<file path="config.mk">
export PLATFORM = sky130hd
export DESIGN_NAME = barrel_rshift32_pipe_flat
export DESIGN_NICKNAME = d
export VERILOG_FILES = /design/src/rtl/barrel_rshift32_pipe_pkg.sv /design/src/rtl/barrel_rshift32_pipe_if.sv /design/src/rtl/barrel_rshift32_pipe_rshift_stage.sv /design/src/rtl/barrel_rshift32_pipe.sv /design/src/flat_wrapper.sv
export SDC_FILE = /design/constraint.sdc
export NUM_CORES = 1
export LEC_CHECK = 0
export CAP_MARGIN = 20
export CORE_MARGIN = 3
export CORE_UTILIZATION = 43
export DETAILED_ROUTE_END_ITERATION = 12
export HOLD_SLACK_MARGIN = 0.08
export PLACE_DENSITY_LB_ADDON = 0.05
export SYNTH_ARGS = -nofsm -noshare
export SYNTH_HDL_FRONTEND = slang
export SYNTH_HIERARCHICAL = 1
export SYNTH_SLANG_ARGS = --single-unit
</file>
<file path="constraint.sdc">
create_clock -name clk -period 2.66 [get_ports clk]
set_input_delay 0.532 -clock clk [delete_from_list [all_inputs] [get_ports clk]]
set_output_delay 0.532 -clock clk [all_outputs]
set_load 0.02 [all_outputs]
</file>
<file path="src/rtl/barrel_rshift32_pipe_pkg.sv">
// Shared widths and the per-stage record carried down the shifter pipeline.
package barrel_rshift32_pipe_pkg;

  localparam int DATA_W  = 32;
  localparam int AMT_W   = 5;
  localparam int NSTAGES = 5;

  // Remaining amount bits are kept MSB-aligned: each stage consumes amt[AMT_W-1].
  typedef struct packed {
    logic              valid;
    logic              arith;
    logic [AMT_W-1:0]  amt;
    logic [DATA_W-1:0] data;
  } stage_t;

endpackage

</file>
<file path="src/rtl/barrel_rshift32_pipe_if.sv">
// Operand/result bundle for the pipelined right shifter, plus the freeze control.
interface barrel_rshift32_pipe_if;
  import barrel_rshift32_pipe_pkg::*;

  logic              hold;
  logic              in_valid;
  logic [DATA_W-1:0] in_data;
  logic [AMT_W-1:0]  in_amt;
  logic              in_arith;
  logic              out_valid;
  logic [DATA_W-1:0] out_data;

  modport master (
    output hold, in_valid, in_data, in_amt, in_arith,
    input  out_valid, out_data
  );

  modport slave (
    input  hold, in_valid, in_data, in_amt, in_arith,
    output out_valid, out_data
  );

endinterface

</file>
<file path="src/rtl/barrel_rshift32_pipe_rshift_stage.sv">
// One shifter stage: conditional right shift by K plus its pipeline register.
module rshift_stage
  import barrel_rshift32_pipe_pkg::*;
#(
  parameter int K = 1
) (
  input  logic   clk,
  input  logic   rst_n,
  input  logic   hold,
  input  stage_t stage_in,
  output stage_t stage_out
);

  stage_t            stage_reg;
  stage_t            stage_next;
  logic [DATA_W-1:0] shifted;
  logic              fill_bit;

  // Earlier stages already replicated the sign, so bit 31 still equals the original MSB.
  assign fill_bit = stage_in.data[DATA_W-1] & stage_in.arith;

  genvar gi;
  generate
    for (gi = 0; gi < DATA_W; gi++) begin : g_bit
      if (gi < DATA_W - K) begin : g_take
        assign shifted[gi] = stage_in.data[gi+K];
      end else begin : g_fill
        assign shifted[gi] = fill_bit;
      end
    end
  endgenerate

  always_comb begin
    stage_next     = stage_in;
    stage_next.amt = {stage_in.amt[AMT_W-2:0], 1'b0};
    if (stage_in.amt[AMT_W-1]) begin
      stage_next.data = shifted;
    end
  end

  // Data is gated by hold only; contents of bubble slots are don't-care.
  always_ff @(posedge clk or negedge rst_n) begin
    if (!rst_n) begin
      stage_reg <= '0;
    end else if (!hold) begin
      stage_reg <= stage_next;
    end
  end

  assign stage_out = stage_reg;

endmodule

</file>
<file path="src/rtl/barrel_rshift32_pipe.sv">
// Five-stage pipelined 32-bit logical/arithmetic right shifter (shift by 16, 8, 4, 2, 1).
module barrel_rshift32_pipe
  import barrel_rshift32_pipe_pkg::*;
(
  input logic                  clk,
  input logic                  rst_n,
  barrel_rshift32_pipe_if.slave bus
);

  stage_t stage_head;
  stage_t stage_chain [NSTAGES];
  logic   unused_tail;

  always_comb begin
    stage_head       = '0;
    stage_head.valid = bus.in_valid;
    stage_head.arith = bus.in_arith;
    stage_head.amt   = bus.in_amt;
    stage_head.data  = bus.in_data;
  end

  genvar gi;
  generate
    for (gi = 0; gi < NSTAGES; gi++) begin : g_stage
      if (gi == 0) begin : g_first
        rshift_stage #(.K(DATA_W >> (gi + 1))) u_stage (
          .clk       (clk),
          .rst_n     (rst_n),
          .hold      (bus.hold),
          .stage_in  (stage_head),
          .stage_out (stage_chain[gi])
        );
      end else begin : g_next
        rshift_stage #(.K(DATA_W >> (gi + 1))) u_stage (
          .clk       (clk),
          .rst_n     (rst_n),
          .hold      (bus.hold),
          .stage_in  (stage_chain[gi-1]),
          .stage_out (stage_chain[gi])
        );
      end
    end
  endgenerate

  assign bus.out_valid = stage_chain[NSTAGES-1].valid;
  assign bus.out_data  = stage_chain[NSTAGES-1].data;

  // All amount bits are consumed by the last stage; the tail flags have no consumer.
  assign unused_tail = ^{stage_chain[NSTAGES-1].amt, stage_chain[NSTAGES-1].arith};

endmodule

</file>
<file path="src/flat_wrapper.sv">
// flat-port wrapper written by rule: the top's interface ports become plain ports
module barrel_rshift32_pipe_flat import barrel_rshift32_pipe_pkg::*;
  (clk, rst_n, bus_hold, bus_in_valid, bus_in_data, bus_in_amt, bus_in_arith, bus_out_valid, bus_out_data);
  barrel_rshift32_pipe_if bus_i ();
  input logic clk;
  input logic rst_n;
  input wire logic [$bits(bus_i.hold)-1:0] bus_hold;
  input wire logic [$bits(bus_i.in_valid)-1:0] bus_in_valid;
  input wire logic [$bits(bus_i.in_data)-1:0] bus_in_data;
  input wire logic [$bits(bus_i.in_amt)-1:0] bus_in_amt;
  input wire logic [$bits(bus_i.in_arith)-1:0] bus_in_arith;
  output wire logic [$bits(bus_i.out_valid)-1:0] bus_out_valid;
  output wire logic [$bits(bus_i.out_data)-1:0] bus_out_data;
  assign bus_i.hold = bus_hold;
  assign bus_i.in_valid = bus_in_valid;
  assign bus_i.in_data = bus_in_data;
  assign bus_i.in_amt = bus_in_amt;
  assign bus_i.in_arith = bus_in_arith;
  assign bus_out_valid = bus_i.out_valid;
  assign bus_out_data = bus_i.out_data;
  barrel_rshift32_pipe u_core (.clk(clk), .rst_n(rst_n), .bus(bus_i));
endmodule
</file>
Word level (Yosys, flattened, before mapping)
Cells that the tools add are included.

storage, ports and cells
  register bits = 179
  output and inout bits = 33

cells by class
  multiplexer cells = 5
  bitwise gates (word level) = 5

operators by type and width
  operator       count
  $mux W32       5
  $and A1 B1 Y1  5

Longest topological paths before layout
Gate-level depths: netlist of run 1.

  word-level depth = 2
  mapped depth = 5
  mapped depth without buffers = 2

By module
The synthesis of run 1 kept the hierarchy.

modules (own cells, without submodules)
  module                                             instances  cells each  area each (sq um)
  rshift_stage at u_core.g_stage[3].g_next.u_stage   1          157         1805.5
  rshift_stage at u_core.g_stage[4].g_next.u_stage   1          155         1781.7
  rshift_stage at u_core.g_stage[0].g_first.u_stage  1          158         1773.0
  rshift_stage at u_core.g_stage[1].g_next.u_stage   1          156         1757.9
  rshift_stage at u_core.g_stage[2].g_next.u_stage   1          155         1756.7

Worst setup path after synthesis of run 1
Ideal clock, no wire load.

  path kind = in2reg
  from = in bus_in_amt[4]
  to = reg u_core.g_stage[0].g_first.u_stage.stage_reg, in the netlist u_core/g_stage[0].g_first.u_stage/stage_out[20]
  setup time = 124 ps
  data arrival time = 1292 ps
  required time = 2536 ps
  path slack = 1244 ps
  stages = 5
  buffers on the path = 3
  path through = buf_6 > and3_4 > buf_6 > buf_6 > o31a_1

between the ends
  longest elaborated chain between the ends = 1

ends and longest elaborated chain
  element               RTL line                                 source
  start, declared       flat_wrapper.sv:10                       input wire logic [$bits(bus_i.in_amt)-1:0] bus_in_amt;
  $mux W32              barrel_rshift32_pipe_rshift_stage.sv:36  if (stage_in.amt[AMT_W-1]) begin
  end signal, assigned  barrel_rshift32_pipe_rshift_stage.sv:46  stage_reg <= stage_next;
  end, declared         barrel_rshift32_pipe_rshift_stage.sv:14  stage_t stage_reg;

Every way passes these cells.
A chain may end at the register's enable or synchronous reset.

Final worst setup path of run 1
  from = reg u_core.g_stage[4].g_next.u_stage.stage_reg, in the netlist u_core/g_stage[4].g_next.u_stage/stage_out[38]
  to = out bus_out_valid

RTL lines
  element                 RTL line                                 source
  start, declared         barrel_rshift32_pipe_rshift_stage.sv:14
  start signal, assigned  barrel_rshift32_pipe_rshift_stage.sv:46
  end, declared           flat_wrapper.sv:12                       output wire logic [$bits(bus_i.out_valid)-1:0] bus_out_valid;

No word-level cell between the ends.

==> results of run 1 <==
-- registers in the layout, summed over array words and instances (netlist names) --
register / count
u_core/g_stage.g_first.u_stage/stage_out: 38
u_core/g_stage.g_next.u_stage/stage_out: 141
-- cells in the final DEF (no fill, tap or decap), drive strengths merged --
master         count
nand3              1
clkinv             3
o21ai            129
o31a              25
mux2              19
nor2b             25
a31oi              1
nand2            134
bufinv             4
buf               17
or2b               1
and3               3
clkbuf            21
clkinvlp           4
inv                6
dlygate4sd3        1
mux2i            129
o31ai              5
dfrtp            179
clkdlybuf4s50     72
and2b              6
nand2b            25
-- worst paths after layout --
check | slack, ps | startpoint | end
worst max register to register | 1320 | u_core/g_stage[0].g_first.u_stage/stage_out[36]$_DFFE_PN0N_ | u_core/g_stage[1].g_next.u_stage/stage_out[26]$_DFFE_PN0N_
worst max-delay path | 710 | u_core/g_stage[4].g_next.u_stage/stage_out[38]$_DFFE_PN0N_ | bus_out_valid
worst min-delay path | 490 | u_core/g_stage[0].g_first.u_stage/stage_out[38]$_DFFE_PN0N_ | u_core/g_stage[1].g_next.u_stage/stage_out[38]$_DFFE_PN0N_
worst min register to register | 490 | u_core/g_stage[0].g_first.u_stage/stage_out[38]$_DFFE_PN0N_ | u_core/g_stage[1].g_next.u_stage/stage_out[38]$_DFFE_PN0N_
max in group asynchronous | 1270 | rst_n | u_core/g_stage[2].g_next.u_stage/stage_out[10]$_DFFE_PN0N_
min in group asynchronous | 660 | rst_n | u_core/g_stage[4].g_next.u_stage/stage_out[4]$_DFFE_PN0N_
-- stage by stage --
| stage | util | area [sq um] | worst slack [ps] | total power [mW] | hold WS [ps] |
|---|---|---|---|---|---|
| 4_1_cts | 0.515 | 9760 | 680 | 8.23 | 492 |
| 3_3_place_gp | 0.480 | 9110 | 738 | 5.47 | 466 |
| 5_1_grt | 0.515 | 9760 | 667 | 8.60 | 511 |
| 6_report | 0.515 | 9760 | 707 | 8.11 | 487 |
| 3_5_place_dp | 0.480 | 9110 | 713 | 5.53 | 477 |
| 2_1_floorplan | - | 8390 | 1240 | 4.93 | 236 |
-- final cells by class --
type / instances / share of cell area
clock buffer: 21 / 0.0482
multi-input combinational: 503 / 0.345
inverter: 6 / 0.00231
tap: 260 / 0.0333
sequential: 179 / 0.459
timing repair buffer: 90 / 0.0942
clock inverter: 11 / 0.0181
-- metal layers --
metal / part of all wire / wire length (microns)
met5: 0 / 0
met4: 0.0085 / 133
met3: 0.029 / 453
met2: 0.44 / 6820
met1: 0.53 / 8240
-- where the power goes --
part	total, mW	switching (mW)	leakage [nW]	internal, mW
sequential	3.64	0.383	2.22	3.25
combinational	1.81	0.904	1.85	0.906
clock	2.67	1.02	0.302	1.65
total	8.11	2.30	4.36	5.81
-- what timing repair did --
item	4_1_cts	5_1_grt
endpoints found under the hold margin	7	0
hold buffers	1	0
setup buffers	0	0
==> metrics.log, run 1 <==
[metrics] result of the run: complete, no violations
[metrics] Final GP Congestion: between 0.7 and 0.8
[metrics] startpoint type of the worst setup path: flop
[metrics] half-perimeter wire length after placement: between 10000 and 15000 microns
[metrics] slew at the pin with the worst max-slew slack: about 900 ps
[metrics] via count of the first global-routing pass: approximately 5200
[metrics] unrepaired setup endpoints after global routing: false
[metrics] Layout Area Growth over Synthesis: 16.4%
[metrics] placed cell count: 1037
[metrics] number of gates given a new drive strength after cts: 0
[metrics] initial antenna violation count: 0
[metrics] power per unit of standard cell area: approximately 830 nW/um^2
[metrics] Post-Layout Cell Count: 1070
[metrics] Placeable Area: ~19000 sq um
[metrics] met2 routing resource usage after global routing: 0.227
[metrics] count of clock tree sinks: roughly 180
[metrics] multi-input combinational cell area: 3370 sq um
[metrics] post-detailed-route count of antenna-violating nets: 0
[metrics] htree depth: 4
[metrics] total overflow reported by the global router: 0
[metrics] Final Net Count: between 800 and 900
[metrics] Vert. Die Dim: roughly 150 microns
[metrics] routed wire length per instance: 14.6 microns
[metrics] total I/O pin count: 75
[metrics] hold depth: 1
[metrics] number of buffer and inverter stages on the critical path: 1
[metrics] Max-Slew Margin vs Limit: 0.401
[metrics] Min Clock Period, post-route: 1950 ps
[metrics] TritonCTS clock tree: done
[metrics] TritonCTS buffer count: 17
[metrics] maxcap violations: 0
[metrics] DRC Markers: 0
[metrics] width of the die: about 150 microns
[metrics] fraction of layout cells with a size suffix above 1: 0.0815
[metrics] cell at the slowest stage of the critical path: sky130_fd_sc_hd__clkdlybuf4s50_1
[metrics] maximum clock insertion buffer count: 2
[metrics] via count: 5159
[metrics] Final setup violation count: 0
[metrics] largest net degree at the start of global routing: about 150
[metrics] Row Count: 50
[metrics] Total Routing Usage GR: 0.152
[metrics] number of hold violations in the final report: 0
[metrics] leakage power summed over all cells: between 4 and 5 nW
[metrics] highest net fanout along the worst path: 2
[metrics] average cell area after synthesis: about 11 sq um
[metrics] worst path arrival time: 1420 ps
[metrics] Via-to-Cell Ratio: 4.82
[metrics] Worst Reg2Reg Path Length in Cells: 3
[metrics] worst skew pair latency: about 420 ps
[metrics] type of the setup path with the least slack: flop to output port
[metrics] VDD IR-drop max: roughly 0.44 mV
[metrics] Post-Syn Instances: approximately 750
[metrics] Die Footprint: roughly 21000 sq um
[metrics] syn nets: ~790
[metrics] CP Data Required Time: approximately 2100 ps
[metrics] area of all sequential standard cells: 4480 sq um
[metrics] count of buffers inserted at the top-level ports: between 70 and 80
[metrics] period utilisation layout: 0.734
[metrics] starting density of the core: 0.443
[metrics] number of diodes added for antenna fixing: 0
[metrics] critical path depth in cells: 1
[metrics] M3 GR Usage: 0.0315
[metrics] met1 routing resource usage after global routing: 0.223
[metrics] Fmax: slightly above 500 MHz
[metrics] filler instances: around 1700
[metrics] worst min-delay path class: flop to flop
[metrics] max-slew violation count: 0
[metrics] setup_tns: 0 ps
[metrics] Top delay family on crit path: buffers and inverters
[metrics] Clock Tree Root: sky130_fd_sc_hd__clkbuf_16
[metrics] detailed-route wire length: 15600 microns
[metrics] delay contributed by the slowest stage of the critical path: 640 ps
[metrics] crit path capture type: output port
[metrics] Yosys Warn Count: 6
[metrics] total standard cell area after synthesis: 8390 sq um
[metrics] number of DRC markers after the initial detailed-route iteration: approximately 200
[metrics] first-pass GRT wire length: about 27000 microns
[metrics] CTS clk-pin slew, worst paths: approximately 60 ps
[metrics] crit path cell chain: clkdlybuf4s50_1
[metrics] busiest layer in global routing: met2
[metrics] First-pass DRT Iterations: 4
[metrics] setup clock skew after layout: roughly 9 ps
No activity file was read; power rests on OpenSTA's default activity.
==> inputs of run 2 (changes only) <==
==> constraint.sdc (replaced) <==
create_clock -name clk -period 2 [get_ports clk]
set_input_delay 0.4 -clock clk [delete_from_list [all_inputs] [get_ports clk]]
set_output_delay 0.4 -clock clk [all_outputs]
set_load 0.02 [all_outputs]
==> run 2 against run 1 <==
Effect of this change: total power rose by 33%; first-iteration DRC count rose by 45%; wire length rose by 0.27%; sequential share of layout area fell by 0.21 points; largest cell class unchanged; clock skew fell by 1.3 ps.
==> metrics.log, run 2 (same netlist as run 1, synthesis figures left out) <==
[metrics] result of the run: complete, no violations
[metrics] filler instances: 1753 (+1.3%)
[metrics] routed wire length per instance: 14.7 microns (+0.36%)
[metrics] via count: 5149 (-0.19%)
[metrics] maximum clock insertion buffer count: 2 (unchanged)
[metrics] count of clock tree sinks: 179 (unchanged)
[metrics] number of diodes added for antenna fixing: 0 (unchanged)
[metrics] CTS clk-pin slew, worst paths: 70 ps (about the same)
[metrics] type of the setup path with the least slack: flop to output port
[metrics] unrepaired setup endpoints after global routing: false
[metrics] initial antenna violation count: 0 (unchanged)
[metrics] final core utilization: 0.517 (+0.00238)
[metrics] post-CTS setup buffer count: 0 (unchanged)
[metrics] max FFs per register: 141 (unchanged)
[metrics] end of the worst register-to-register path: u_core/g_stage[4].g_next.u_stage/stage_out[3]$_DFFE_PN0N_
[metrics] power per unit of standard cell area: 1100 nW/um^2 (+33%)
[metrics] htree depth: 4 (unchanged)
[metrics] largest net degree at the start of global routing: 87 (-41%)
[metrics] critical path depth in cells: 1 (unchanged)
[metrics] DRC Markers: 0 (unchanged)
[metrics] number of DRC markers after the initial detailed-route iteration: 283 (+45%)
[metrics] pre-CTS worst setup slack: 288 ps (-426 ps)
[metrics] Total Routing Usage GR: 0.157 (+0.00489)
[metrics] Final GP Congestion: 0.752 (-0.70%)
[metrics] cell at the slowest stage of the critical path: sky130_fd_sc_hd__clkdlybuf4s50_1
[metrics] Final Net Count: 840 (+0.12%)
[metrics] placed cell count: 1038 (+0.096%)
[metrics] Placeable Area: 19000 sq um (unchanged)
[metrics] crit path capture type: output port
[metrics] Row Count: 50 (unchanged)
[metrics] maxcap violations: 0 (unchanged)
[metrics] max-slew violation count: 0 (unchanged)
[metrics] highest net fanout along the worst path: 2 (unchanged)
[metrics] post-detailed-route count of antenna-violating nets: 0 (unchanged)
[metrics] via count of the first global-routing pass: 5333 (+1.8%)
[metrics] half-perimeter wire length after placement: 11100 microns (+1.2%)
[metrics] Top delay family on crit path: buffers and inverters
[metrics] startpoint of the most critical setup path: u_core/g_stage[4].g_next.u_stage/stage_out[38]$_DFFE_PN0N_
[metrics] number of hold violations in the final report: 0 (unchanged)
[metrics] R2R Setup Slk: 690 ps (-630 ps)
[metrics] Clock Tree Root: sky130_fd_sc_hd__clkbuf_16
[metrics] detailed-route wire length: 15700 microns (+0.27%)
[metrics] Vert. Die Dim: 146 microns (unchanged)
[metrics] total I/O pin count: 75 (unchanged)
[metrics] setup_tns: 0 ps (unchanged)
[metrics] total overflow reported by the global router: 0 (unchanged)
[metrics] width of the die: 146 microns (unchanged)
[metrics] Post-Layout Cell Count: 1069 (-0.093%)
[metrics] worst skew pair latency: 420 ps (about the same)
[metrics] worst path arrival time: 1430 ps (about the same)
[metrics] CP Data Required Time: 1600 ps (-530 ps)
[metrics] fraction of layout cells with a size suffix above 1: 0.0803 (-0.00114)
[metrics] Worst Reg2Reg Path Length in Cells: 3 (unchanged)
[metrics] starting density of the core: 0.443 (unchanged)
[metrics] Max-Slew Margin vs Limit: 0.610 (+0.209)
[metrics] Final setup violation count: 0 (unchanged)
[metrics] Min Clock Period, post-route: roughly 1800 ps
[metrics] count of buffers inserted at the top-level ports: 74 (unchanged)
[metrics] TritonCTS buffer count: 17 (unchanged)
[metrics] first-pass GRT wire length: 27700 microns (+2.8%)
[metrics] setup clock skew after layout: 7.74 ps (-1.31 ps)
[metrics] leading cell types in the layout, fill and taps excluded: sky130_fd_sc_hd__dfrtp_1, sky130_fd_sc_hd__nand2_1, sky130_fd_sc_hd__mux2i_1
[metrics] crit path cell chain: clkdlybuf4s50_1
[metrics] period utilisation layout: 0.913
[metrics] First-pass DRT Iterations: 4 (unchanged)
[metrics] worst min-delay path class: input port to async pin
[metrics] TritonCTS clock tree: done
[metrics] Fmax: between 500 and 600 MHz
[metrics] slew at the pin with the worst max-slew slack: 586 ps (-314 ps)
[metrics] number of buffer and inverter stages on the critical path: 1 (unchanged)
[metrics] leakage power summed over all cells: 4.39 nW (+0.68%)
[metrics] Die Footprint: 21200 sq um (unchanged)
[metrics] Worst R2R Start: u_core/g_stage[3].g_next.u_stage/stage_out[36]$_DFFE_PN0N_
[metrics] Via-to-Cell Ratio: 4.82 (-0.10%)
[metrics] Power, Total: 10.8 mW (+33%)
[metrics] crit path setup slack, layout: 173 ps (-534 ps)
[metrics] leading cell type in the layout, fill and taps excluded: sky130_fd_sc_hd__dfrtp_1
[metrics] Layout Area Growth over Synthesis: 16.9%
[metrics] delay contributed by the slowest stage of the critical path: 640 ps (about the same)
[metrics] startpoint type of the worst setup path: flop
[metrics] VDD IR-drop max: 0.649 mV (+46%)
==> run 2: how the worst max path moves through the flow <==
stage,slack [ps],to
floorplan,720,u_core/g_stage[0].g_first.u_stage/stage_out[20]$_DFFE_PN0N_
global placement,310,u_core/g_stage[0].g_first.u_stage/stage_out[19]$_DFFE_PN0N_
detailed placement,290,u_core/g_stage[0].g_first.u_stage/stage_out[26]$_DFFE_PN0N_
CTS,150,bus_out_valid
global route,120,bus_out_valid
finish,170,bus_out_valid
==> run 2: stage by stage <==
step / cell area (sq um) / hold WS, ps
6_report: 9810 / 396
5_1_grt: 9810 / 390
4_1_cts: 9810 / 379
3_5_place_dp: 9160 / 262
3_3_place_gp: 9160 / 258
2_1_floorplan: 8390 / 104
==> run 2: timing repair <==
item,in CTS,in global routing
hold buffers,1,0
hold endpoints to repair,16,0
resized for setup,0,0
==> run 2: cell type report <==
class | count | area (sq um) | share of cell area
flip-flops and latches | 179 | 4480 | 0.457
clock inverters | 8 | 150 | 0.0153
inverters | 6 | 22.5 | 0.00230
repair buffers | 91 | 977 | 0.0996
well taps | 260 | 325 | 0.0332
multi-input cells | 503 | 3370 | 0.344
clock buffers | 22 | 484 | 0.0494
==> run 2: power breakdown <==
part           internal (mW)  switching (mW)  leakage [nW]
clock network           2.21            1.33         0.308
registers               4.33           0.520          2.22
logic                   1.22            1.20          1.87
==> run 2: routing by layer <==
metal,vias up,part of all wire,GRT usage
met3,10,0.032,0.0402
met5,-,0,0
met1,2384,0.53,0.231
met2,78,0.43,0.230
met4,0,0.0082,0.0442
li1,2677,-,-
==> inputs of run 3 (changes only) <==
--- a/config.mk
+++ b/config.mk
@@ -5,10 +5,12 @@
 export SDC_FILE = /design/constraint.sdc
 export NUM_CORES = 1
 export LEC_CHECK = 0
-export CAP_MARGIN = 20
+export CAP_MARGIN = 10
+export CORE_ASPECT_RATIO = 1.4
 export CORE_MARGIN = 3
 export CORE_UTILIZATION = 43
 export DETAILED_ROUTE_END_ITERATION = 12
+export GPL_ROUTABILITY_DRIVEN = 0
 export HOLD_SLACK_MARGIN = 0.08
 export PLACE_DENSITY_LB_ADDON = 0.05
 export SYNTH_ARGS = -nofsm -noshare
==> run 3 against run 2 <==
Effect of this change: sequential power is essentially flat; clock power down 12%; wire length is 5.2% lower; cell count shrank 1.2%; highest routed layer unchanged.
==> metrics.log, run 3 (same netlist as run 1, synthesis figures left out) <==
[metrics] crit path cell chain: clkdlybuf4s50_1
[metrics] Worst R2R Start: u_core/g_stage[0].g_first.u_stage/stage_out[36]$_DFFE_PN0N_
[metrics] initial antenna violation count: 0 (unchanged)
[metrics] Placeable Area: 18900 sq um (-0.30%)
[metrics] largest net degree at the start of global routing: 85 (-2.3%)
[metrics] first-pass GRT wire length: 25700 microns (-7.4%)
[metrics] VDD IR-drop max: 0.547 mV (-16%)
[metrics] clock group share of total power: 0.302 (-0.026)
[metrics] leading cell type in the layout, fill and taps excluded: sky130_fd_sc_hd__dfrtp_1
[metrics] hold depth: 3
[metrics] highest net fanout along the worst path: 2 (unchanged)
[metrics] detailed-route wire length: 14900 microns (-5.2%)
[metrics] Row Count: 59 (+18%)
[metrics] number of buffer and inverter stages on the critical path: 1 (unchanged)
[metrics] Die Footprint: 21200 sq um (+0.11%)
[metrics] crit path capture type: output port
[metrics] htree depth: 4 (unchanged)
[metrics] DRC Markers: 0 (unchanged)
[metrics] result of the run: complete, no violations
[metrics] half-perimeter wire length after placement: 10700 microns (-2.9%)
[metrics] First-pass DRT Iterations: 6 (+2)
[metrics] Clock Tree Root: sky130_fd_sc_hd__clkbuf_16
[metrics] worst min-delay path class: input port to flop
[metrics] post-detailed-route count of antenna-violating nets: 0 (unchanged)
[metrics] via count: 5210 (+1.2%)
[metrics] leading cell types in the layout, fill and taps excluded: sky130_fd_sc_hd__dfrtp_1, sky130_fd_sc_hd__nand2_1, sky130_fd_sc_hd__mux2i_1
[metrics] count of buffers inserted at the top-level ports: 74 (unchanged)
[metrics] startpoint of the tightest hold check path: bus_hold
[metrics] maxcap violations: 0 (unchanged)
[metrics] cell at the slowest stage of the critical path: sky130_fd_sc_hd__clkdlybuf4s50_1
[metrics] post-CTS setup buffer count: 0 (unchanged)
[metrics] Final Net Count: 841 (+0.12%)
[metrics] CP Data Required Time: 1600 ps (about the same)
[metrics] R2R Setup Slk: 670 ps (-20 ps)
[metrics] unrepaired setup endpoints after global routing: false
[metrics] fraction of layout cells with a size suffix above 1: 0.0837 (+0.00340)
[metrics] Top delay family on crit path: buffers and inverters
[metrics] starting density of the core: 0.444 (+0.00135)
[metrics] setup clock skew after layout: 9.72 ps (+1.98 ps)
[metrics] setup_tns: 0 ps (unchanged)
[metrics] Hold Path Sink: u_core/g_stage[0].g_first.u_stage/stage_out[15]$_DFFE_PN0N_
[metrics] Internal Pwr Total: 7.28 mW (-6.2%)
[metrics] Total Routing Usage GR: 0.151 (-0.00597)
[metrics] Via-to-Cell Ratio: 4.93 (+2.4%)
[metrics] leakage power summed over all cells: 4.36 nW (-0.70%)
[metrics] Worst Reg2Reg Path Length in Cells: 3 (unchanged)
[metrics] Min Clock Period, post-route: 1790 ps (-34.6 ps)
[metrics] Fmax: 558 MHz (+1.9%)
[metrics] power per unit of standard cell area: 1060 nW/um^2 (-3.5%)
[metrics] final core utilization: 0.516 (-0.00167)
[metrics] max-slew violation count: 0 (unchanged)
[metrics] CTS clk-pin slew, worst paths: 70 ps (about the same)
[metrics] Vert. Die Dim: 171 microns (+18%)
[metrics] worst skew pair latency: 430 ps (about the same)
[metrics] number of hold violations in the final report: 0 (unchanged)
[metrics] total I/O pin count: 75 (unchanged)
[metrics] worst path arrival time: 1390 ps (-40 ps)
[metrics] type of the setup path with the least slack: flop to output port
[metrics] switching part of the total: 0.297 (+0.0157)
[metrics] number of DRC markers after the initial detailed-route iteration: 229 (-19%)
[metrics] max FFs per register: 141 (unchanged)
[metrics] TritonCTS clock tree: done
[metrics] via count of the first global-routing pass: 5226 (-2.0%)
[metrics] combinational cell fraction of total power: 0.231 (+0.007)
[metrics] Layout Area Growth over Synthesis: 16.2%
[metrics] worst hold slack: 435 ps (+39.0 ps)
[metrics] startpoint type of the worst setup path: flop
[metrics] end of the worst register-to-register path: u_core/g_stage[1].g_next.u_stage/stage_out[10]$_DFFE_PN0N_
[metrics] delay contributed by the slowest stage of the critical path: 610 ps (-30 ps)
[metrics] sequential power share: 0.467 (+0.019)
[metrics] total overflow reported by the global router: 0 (unchanged)
[metrics] pre-CTS worst setup slack: 277 ps (-10.7 ps)
[metrics] number of diodes added for antenna fixing: 0 (unchanged)
[metrics] period utilisation layout: 0.896 (-0.0173)
[metrics] routed wire length per instance: 14.1 microns (-4.0%)
[metrics] switching component of the power: 3.08 mW (+1.2%)
[metrics] number of gates given a new drive strength after cts: 0 (unchanged)
[metrics] crit path setup slack, layout: 208 ps (+34.6 ps)
[metrics] maximum clock insertion buffer count: 2 (unchanged)
[metrics] TritonCTS buffer count: 17 (unchanged)
[metrics] Final setup violation count: 0 (unchanged)
[metrics] slew at the pin with the worst max-slew slack: 550 ps (-35.8 ps)
[metrics] count of clock tree sinks: 179 (unchanged)
[metrics] Max-Slew Margin vs Limit: 0.633 (+0.0238)
[metrics] width of the die: 124 microns (-15%)
## run 3: repair_timing
item | in CTS | in global routing
setup endpoints to repair | 0 | 0
hold buffers | 1 | 0
endpoints found under the hold margin | 47 | 0
## run 3: metrics by stage
step	instance area (sq um)	instances	power, mW
2_1_floorplan	8390	749	6.56
3_3_place_gp	9180	1023	7.29
3_5_place_dp	9180	1023	7.36
4_1_cts	9750	1056	10.5
5_1_grt	9750	1056	11.0
6_report	9750	1056	10.4
## run 3: cell type report
cell class,instances,area (sq um)
clock buffers,18,429
well taps,244,305
repair buffers,92,1010
multi-input cells,503,3370
fillers,1802,9150
flip-flops and latches,179,4480
clock inverters,14,131
inverters,6,22.5
## run 3: how the worst max path moves through the flow
stage                                                               startpoint                                                           to  slack, ps  cells after the start
finish              u_core/g_stage[4].g_next.u_stage/stage_out[38]$_DFFE_PN0N_                                                bus_out_valid        210                      1
global route        u_core/g_stage[4].g_next.u_stage/stage_out[29]$_DFFE_PN0N_                                             bus_out_data[29]        140                      1
CTS                  u_core/g_stage[4].g_next.u_stage/stage_out[6]$_DFFE_PN0N_                                              bus_out_data[6]        180                      1
detailed placement                                               bus_in_amt[4]  u_core/g_stage[0].g_first.u_stage/stage_out[19]$_DFFE_PN0N_        280                      4
global placement                                                 bus_in_amt[4]  u_core/g_stage[0].g_first.u_stage/stage_out[17]$_DFFE_PN0N_        300                      4
floorplan                                                        bus_in_amt[4]  u_core/g_stage[0].g_first.u_stage/stage_out[20]$_DFFE_PN0N_        720                      5
## run 3: worst reg2reg max path, delay by kind of cell (launching register included)
family,cells,cell delay [ps]
AO/OA/AOI/OAI,1,90
flip-flops,1,610
multiplexers,1,250
buffers and inverters,1,250
## run 3: power by group through the flow
stage                     clock network [mW]  registers, mW  logic, mW
after floorplan                            0           5.01       1.55
after global placement                     0           4.89       2.40
after detailed placement                   0           4.92       2.43
after CTS                               3.24           4.86       2.44
after global routing                    3.40           4.94       2.67
final                                   3.13           4.84       2.40
## run 3: metal layers
| metal | part of all wire | GRT usage | vias up | routed length (microns) |
|---|---|---|---|---|
| met5 | 0 | 0 | - | 0 |
| met4 | 0.015 | 0.0496 | 0 | 223 |
| met3 | 0.041 | 0.0365 | 13 | 608 |
| met2 | 0.48 | 0.250 | 97 | 7110 |
| met1 | 0.47 | 0.194 | 2427 | 6920 |
| li1 | - | - | 2673 | - |
==> edit (settings of run 3) <==
Make the reset (`rst_n`) synchronous in one clocked block.
--- a/src/rtl/barrel_rshift32_pipe_rshift_stage.sv
+++ b/src/rtl/barrel_rshift32_pipe_rshift_stage.sv
@@ -39,7 +39,7 @@
   end
 
   // Data is gated by hold only; contents of bubble slots are don't-care.
-  always_ff @(posedge clk or negedge rst_n) begin
+  always_ff @(posedge clk) begin
     if (!rst_n) begin
       stage_reg <= '0;
     end else if (!hold) begin
Formal check against the unedited RTL: not equivalent (Yosys sat finds a counterexample within 10 cycles, from zero or initial values and one cycle with rst_n low; the reset may be asserted at any time).
==> edit against run 3 <==
  * Area after synthesis down 6.2%
  * Maximum frequency up 2.1%
  * Final area down 8.7%
  * Highest routed layer unchanged
  * Utilization down 1.3 points
  * Synthesized cell count up 4.9%
  * Critical path type unchanged
  * Worst setup slack better by 37 ps
  * Final cell count up 0.66%
  * Sequential cell count unchanged
  * Routed wire length up 5.8%
Power is not compared: it rests on default switching activity, and its combinational part moved more than twofold at a synthesized area within 25%.
==> edit: results (changes against run 3) <==
.. list-table::
   :header-rows: 1

   * - Metric
     - Value
   * - Status
     - completed
   * - Slew at the pin closest to its max-slew limit
     - 526 ps (-23.9 ps)
   * - Via Count
     - 5455 (+4.7%)
   * - Worst slack, placed
     - 264 ps (-13.2 ps)
   * - Clock buffer cells
     - 25 (+7)
   * - Wire length of the first global-routing pass
     - 26500 microns (+3.3%)
   * - Grt met1 use
     - 0.208 (+0.0135)
   * - Die area
     - 20000 sq um (-5.9%)
   * - Mapped Nets
     - 828 (+4.7%)
   * - Worst EP arrival
     - 1350 ps (-40 ps)
   * - Number of multi-input logic gates
     - 526 (+4.6%)
   * - Peak ir drop on the vdd network
     - 0.000547 V
   * - Total number of nets in the final design
     - 856 (+1.8%)
   * - Clock network contribution to total cell area
     - 0.0650 (+0.00748)
   * - Count of H-tree levels built during CTS
     - 4 (unchanged)
   * - Mean instance size in the synthesized netlist
     - 10.0 sq um (-11%)
   * - Area occupied by registers
     - 3580 sq um (-20%)
   * - Final routed wirelength across all metal layers
     - 15700 microns (+5.8%)
   * - Sequential cell count of the final layout
     - 179 (unchanged)
   * - Clock skew after layout
     - 9.61 ps (-0.107 ps)
   * - GRT Util Overall
     - 0.159 (+0.00852)
   * - TritonRoute pass-1 iters
     - 4 (-2)
   * - Share of cell area taken by multi-input logic gates
     - 0.395 (+0.0496)
   * - HPWL after detailed placement
     - 11000 microns (+2.5%)
   * - Fraction of cell area in non-clock buffers
     - 0.0993 (-0.00428)
   * - Number of global-route vias before repair
     - 5207 (-0.36%)
   * - Ratio of cells with drive above 1 in the final layout
     - 0.0713 (-0.0124)
   * - Sequential share of cell area
     - 0.403 (-0.0566)
   * - Met3 track demand over resource
     - 0.0365 (-0.0000566)
   * - Iteration-0 DRC count of the detailed router
     - 238 (+3.9%)
   * - Maximum number of pins on one net before global-route repair
     - 69 (-19%)
   * - Final Total Pwr
     - 8.03 mW
   * - Routing usage on met2
     - 0.267 (+0.0173)
   * - CP delay by family, top
     - buffers and inverters
   * - Ratio of routed vias to standard cells
     - 5.13 (+4.0%)
   * - Sequential share of power
     - 0.492
   * - Instance area after placement
     - 8320 sq um (-9.4%)
   * - Number of non-clock buffers
     - 84 (-8.7%)
   * - Placed Cells
     - 1031 (+0.78%)
   * - Filler cells
     - 1780 (-1.2%)
   * - Buffers on Ports
     - 74 (unchanged)
edit: changes by cell type in the layout (fill, tap and decap cells not counted), sizes merged, moves of 6 or more:
cell and delta:
nand2 -129, a21oi +156, mux2i +19, nor2b -6
mux2 -19, dfrtp -179, o21ai +26, clkbuf +7
buf -7, and2b -6, dfxtp +179, o31a -25
edit: per-layer routing:
layer | vias up | wire (microns)
li1 | 2874 | -
met1 | 2487 | 7370
met2 | 88 | 7730
met3 | 6 | 515
met4 | 0 | 123
met5 | - | 0
edit: final timing paths:
check,cells after the start,slack [ps],end,startpoint
min,3,400,u_core/g_stage[0].g_first.u_stage/stage_out[28],rst_n
max,1,250,bus_out_data[31],u_core/g_stage[4].g_next.u_stage/stage_out[31]
max reg2reg,3,640,u_core/g_stage[3].g_next.u_stage/stage_out[0],u_core/g_stage[2].g_next.u_stage/stage_out[36]
min reg2reg,2,470,u_core/g_stage[4].g_next.u_stage/stage_out[31],u_core/g_stage[4].g_next.u_stage/stage_out[31]
